==> src/rtl/instruction_encoder_loader.sv <==
// Packs decoded instruction fields into 16-bit words and streams them into instruction RAM
// at consecutive addresses from a programmable base; one word per two cycles, sticky done/err.
module instruction_encoder_loader #(
   parameter int ADDR_W = 8
) (
   input  logic              clk,
   input  logic              reset,
   input  logic              start,
   input  logic [ADDR_W-1:0] base_addr,
   input  logic              in_valid,
   output logic              in_ready,
   input  logic [2:0]        opcode,
   input  logic [1:0]        op,
   input  logic [2:0]        rn,
   input  logic [2:0]        rd,
   input  logic [2:0]        rm,
   input  logic [1:0]        shift,
   input  logic [15:0]       imm,
   input  logic              last,
   output logic              mem_write,
   output logic [ADDR_W-1:0] mem_addr,
   output logic [15:0]       mem_dout,
   output logic [ADDR_W:0]   count,
   output logic              done,
   output logic              err,
   output logic [1:0]        err_code
);

   // One-hot so every status output decodes from a single state flop.
   typedef enum logic [4:0] {
      S_IDLE   = 5'b00001,
      S_ACCEPT = 5'b00010,
      S_WRITE  = 5'b00100,
      S_DONE   = 5'b01000,
      S_ERROR  = 5'b10000
   } state_t;

   localparam logic [1:0] CODE_OK       = 2'b00;
   localparam logic [1:0] CODE_ILLEGAL  = 2'b01;
   localparam logic [1:0] CODE_RANGE    = 2'b10;
   localparam logic [1:0] CODE_OVERFLOW = 2'b11;

   state_t            state;
   state_t            state_next;
   logic [ADDR_W-1:0] ptr;
   logic              last_q;
   logic [15:0]       enc_word;
   logic [1:0]        enc_code;
   logic              handshake;
   logic              session_start;
   logic              ptr_at_top;

   assign handshake     = (state == S_ACCEPT) && in_valid;
   assign session_start = start && ((state == S_IDLE) || (state == S_DONE) || (state == S_ERROR));
   assign ptr_at_top    = (ptr == {ADDR_W{1'b1}});

   // Field packing; opcode/op legality is resolved before the immediate range check.
   always_comb begin
      enc_word = 16'h0000;
      enc_code = CODE_OK;
      case (opcode)
         3'b110: begin
            if (op == 2'b10) begin
               enc_word = {3'b110, 2'b10, rn, imm[7:0]};
               if (!((&imm[15:7]) || (~|imm[15:7])))
                  enc_code = CODE_RANGE;
            end else if (op == 2'b00) begin
               enc_word = {3'b110, 2'b00, 3'b000, rd, shift, rm};
            end else begin
               enc_code = CODE_ILLEGAL;
            end
         end
         3'b101: begin
            enc_word = {3'b101, op, rn, rd, shift, rm};
         end
         3'b011, 3'b100: begin
            if (op == 2'b00) begin
               enc_word = {opcode, 2'b00, rn, rd, imm[4:0]};
               if (!((&imm[15:4]) || (~|imm[15:4])))
                  enc_code = CODE_RANGE;
            end else begin
               enc_code = CODE_ILLEGAL;
            end
         end
         3'b111: begin
            enc_word = {3'b111, 13'b0};
         end
         default: begin
            enc_code = CODE_ILLEGAL;
         end
      endcase
   end

   always_ff @(posedge clk or posedge reset) begin
      if (reset)
         state <= S_IDLE;
      else
         state <= state_next;
   end

   always_comb begin
      state_next = state;
      case (state)
         S_IDLE:   if (start) state_next = S_ACCEPT;
         S_ACCEPT: begin
            if (in_valid)
               state_next = (enc_code == CODE_OK) ? S_WRITE : S_ERROR;
         end
         S_WRITE: begin
            if (last_q)
               state_next = S_DONE;
            else if (ptr_at_top)
               state_next = S_ERROR;
            else
               state_next = S_ACCEPT;
         end
         S_DONE:   if (start) state_next = S_ACCEPT;
         S_ERROR:  if (start) state_next = S_ACCEPT;
         default:  state_next = S_IDLE;
      endcase
   end

   always_comb begin
      in_ready  = (state == S_ACCEPT);
      mem_write = (state == S_WRITE);
      done      = (state == S_DONE);
      err       = (state == S_ERROR);
   end

   always_ff @(posedge clk or posedge reset) begin
      if (reset) begin
         ptr      <= '0;
         last_q   <= 1'b0;
         mem_addr <= '0;
         mem_dout <= 16'h0000;
         count    <= '0;
         err_code <= CODE_OK;
      end else begin
         if (session_start) begin
            ptr      <= base_addr;
            count    <= '0;
            err_code <= CODE_OK;
         end
         if (handshake) begin
            if (enc_code == CODE_OK) begin
               mem_dout <= enc_word;
               mem_addr <= ptr;
               last_q   <= last;
            end else begin
               err_code <= enc_code;
            end
         end
         // The pointer saturates at the top address; running past it is an overflow abort.
         if (state == S_WRITE) begin
            count <= count + {{ADDR_W{1'b0}}, 1'b1};
            if (!last_q) begin
               if (ptr_at_top)
                  err_code <= CODE_OVERFLOW;
               else
                  ptr <= ptr + {{(ADDR_W-1){1'b0}}, 1'b1};
            end
         end
      end
   end

endmodule

==> config.mk <==
export PLATFORM = sky130hd
export DESIGN_NAME = instruction_encoder_loader
export DESIGN_NICKNAME = d
export VERILOG_FILES = /design/src/rtl/instruction_encoder_loader.sv
export SDC_FILE = /design/constraint.sdc
export NUM_CORES = 1
export LEC_CHECK = 0
export BUFFER_PORTS_ARGS = -buffer_cell sky130_fd_sc_hd__buf_2
export CORE_UTILIZATION = 50
export CTS_BUF_LIST = sky130_fd_sc_hd__clkbuf_8
export CTS_CLUSTER_DIAMETER = 80
export CTS_CLUSTER_SIZE = 14
export DETAILED_ROUTE_END_ITERATION = 10
export GPL_ROUTABILITY_DRIVEN = 0
export PLACE_DENSITY_LB_ADDON = 0.12
export REMOVE_ABC_BUFFERS = 1
export SLEW_MARGIN = 40
export SYNTH_ARGS = -nofsm -noshare
export SYNTH_HDL_FRONTEND = slang
export SYNTH_SLANG_ARGS = --single-unit
==> constraint.sdc <==
create_clock -name clk -period 3.94 [get_ports clk]
set_input_delay 0.197 -clock clk [delete_from_list [all_inputs] [get_ports clk]]
set_output_delay 0.197 -clock clk [all_outputs]
set_load 0.01 [all_outputs]
==> results.yml <==
logic_synthesis:
  synthesis.instances: 259
  synthMostInstantiatedCell: "dfrtp_1"
  synth.top_cells.by_count: "48 x dfrtp_1, 26 x nand2_1, 18 x o21ai_0, 15 x mux2_4, 14 x nand3_1"
  synthFlopType: "dfrtp_1"
  ys_seq_area_frac: 0.455
  muxShareOfSynthArea: 0.131
  synth_cell_types: 53
  synthAdderAreaFrac: 0.00928
  synth_xor_xnor_area_share: 0.00974
  synth_edf_count: 0
  synth_area_um2: 2700
  synthSimpleGateAreaFrac: 0.197
  post_synth.cell_area_avg_um2: 10.4
  synth_area_leaders: "dfrtp_1 45%, mux2_4 8.3%, nand2_1 3.6%"
  yosysTopAreaCell: "dfrtp_1"
  synth-seq-cells: 49
  synthesis.yosys.warnings: 0
  synth_top_family_by_area: "simple AND/OR/NAND/NOR gates"
  synth_top_cell_area_share: 0.445
  synthArstFlopShare: 1.00
  compound_gate_fraction_of_synth_area: 0.163
worst_setup_path:
  criticalPathCategory: "reg -> reg"
  cp.arrival_ns: 2.51
  start_kind: "flip-flop"
  critical_path.endpoint_type: "flip-flop"
  critPathRequiredTime_ns: 4.12
  r2r-start: "state[3]"
  path_max_fanout: 16
  crit_start: "state[3]"
die:
  die_width_um: 75.5
  core.rowCount: 26
  die-height_um: 75.5
  starting_density_of_the_core: 0.525
  ios: 84
  fp.coreArea_um2: 5140
  die-area_um2: 5690
timing:
  setup-tns-final_ns: 0
  finalCritPeriodShare: 0.592
  grt_setup_unrepaired: "no"
  clock.fmax_mhz: 429
  worst_slack_ns: 1.61
  timing.final.setup_violations: 0
  slew_headroom: 0.606
  final-hold-violation-count: 0
  period_minus_slack_ns: 2.33
  fin_skew_ns: 0.00793
  tightest_slew_ns: 0.591
  final.hold.worst_slack_ns: 0.124
  drv_slew: 0
clocking:
  cts_root_buffer: "clkbuf_8"
  ctsHtreeMaxLevel: 2
  cts_setup_buffers: 0
  clock_latency_ns: 0.30
  clock_transition_at_the_registers_of_the_reported_paths_ns: 0.09
  tritoncts_num_sinks: 49
  cts-buffers-inserted: 5
  cts_repair_resize_count: 0
  tritoncts: "built"
  clock_path_buffers: 2
outcome:
  run_status: "complete, no violations"
place:
  hpwl_um: 4460
  io_buffers: 83
  post-place-cells: 407
  detailedPlace.worstSlack_ns: 1.57
final_layout:
  antennaDiodeCount: 0
  final_util: 0.637
  synthToLayoutAreaGrowth_pct: 21.3
  drive_gt1_frac: 0.364
  num-nets-final: 392
  final_cells: 416
routing:
  route.vias.total: 2335
  detail-route-antenna-nets: 0
  post_detailed_route_drc_marker_count: 0
  route.final.wire_length_um: 6030
  viasPerCell: 5.61
  detailedRoute.firstPassIterationCount: 4
  wire_per_inst_um: 14.5
  drt-initial-drc-count: 126
power:
  peakVddDrop_uv: 334
  power_density_nw_per_um2: 530
  total_leakage_power_uw: 0.00160
global_route:
  grt_first_pass_wirelength_um: 9750
  grt.overflow.total: 0
  largest_net_degree_at_the_start_of_global_routing: 50
  first_global_vias: 2140
  grt_antenna_before_repair: 0
  globalRouteTotalUtil: 0.225
hold_path:
  hold_path.startpoint: "base_addr[0]"
  hold_path_class: "in -> reg"
job:
  maxCapViolCount: 0
[layout by cell type, fill, tap and decap left out, types with 7 or more instances in the layout]
master / count
a21oi_1: 10
mux2_4: 15
nand2_1: 26
a22o_1: 9
nor3_1: 8
buf_2: 83
dfrtp_1: 48
and3_1: 7
nor2_1: 10
inv_1: 13
o21ai_0: 18
nand3_1: 14
[registers in the layout, summed over array words and instances, names as in the netlist]
signal / flops
count: 9
mem_dout: 16
err_code: 2
ptr: 8
state: 5
last_q: 1
mem_addr: 8
[routing by layer]
metal | GRT usage | wire length, um | part of all wire | vias up
met1 | 0.309 | 2790 | 0.46 | 1127
met4 | 0.0700 | 45 | 0.0075 | 0
met5 | 0 | 0 | 0 | -
met3 | 0.0476 | 233 | 0.039 | 4
li1 | - | - | - | 1143
met2 | 0.359 | 2960 | 0.49 | 61
[cell type report]
cell class,instances,area [um^2]
clock buffers,5,68.8
repair buffers,87,448
multi-input cells,189,1380
well taps,70,87.6
clock inverters,3,12.5
inverters,13,51.3
fillers,474,1870
flip-flops and latches,49,1230
[power breakdown]
part | total, uW | switching, uW | leakage (uW) | internal, uW
clock | 280 | 161 | 0.0000505 | 120
combinational | 639 | 309 | 0.000919 | 330
sequential | 813 | 139 | 0.000631 | 673
total | 1730 | 609 | 0.00160 | 1120
[cells by family after synthesis]
kind of cell,count (synthesis)
compound gates,63
buf+inv,21
xor+xnor,3
simple gates,94
mux,27
fa+ha+maj,2
flops,49
[metrics by stage]
step,total power (uW),area [um^2]
after floorplan,1220,2650
final,1730,3270
after global routing,1870,3270
after CTS,1750,3270
after global placement,1450,3180
after detailed placement,1460,3180
[path summary, 6_finish.rpt]
path | slack [ns] | depth (start not counted) | endpoint
setup / recovery | 1.61 | 5 | mem_dout[3]
hold / removal | 0.12 | 2 | ptr[0]
setup reg to reg | 1.61 | 5 | mem_dout[3]
hold reg to reg | 0.49 | 1 | count[8]
max in group asynchronous | 3.02 | 3 | mem_dout[4]
min in group asynchronous | 0.52 | 3 | mem_dout[8]
[what timing repair did]
item / CTS / global route
endpoints found under the hold margin: 44 / 0
setup endpoints to repair: 0 / 0
hold buffers: 1 / 0
[worst max-delay path, cell delays in order, from the launching register on]
cell	delay, ns
dfrtp_1	0.44
or3_1	0.44
or2_2	0.37
nor4b_4	0.30
buf_4	0.34
mux2_4	0.33
(Power assumes the default switching activity.)
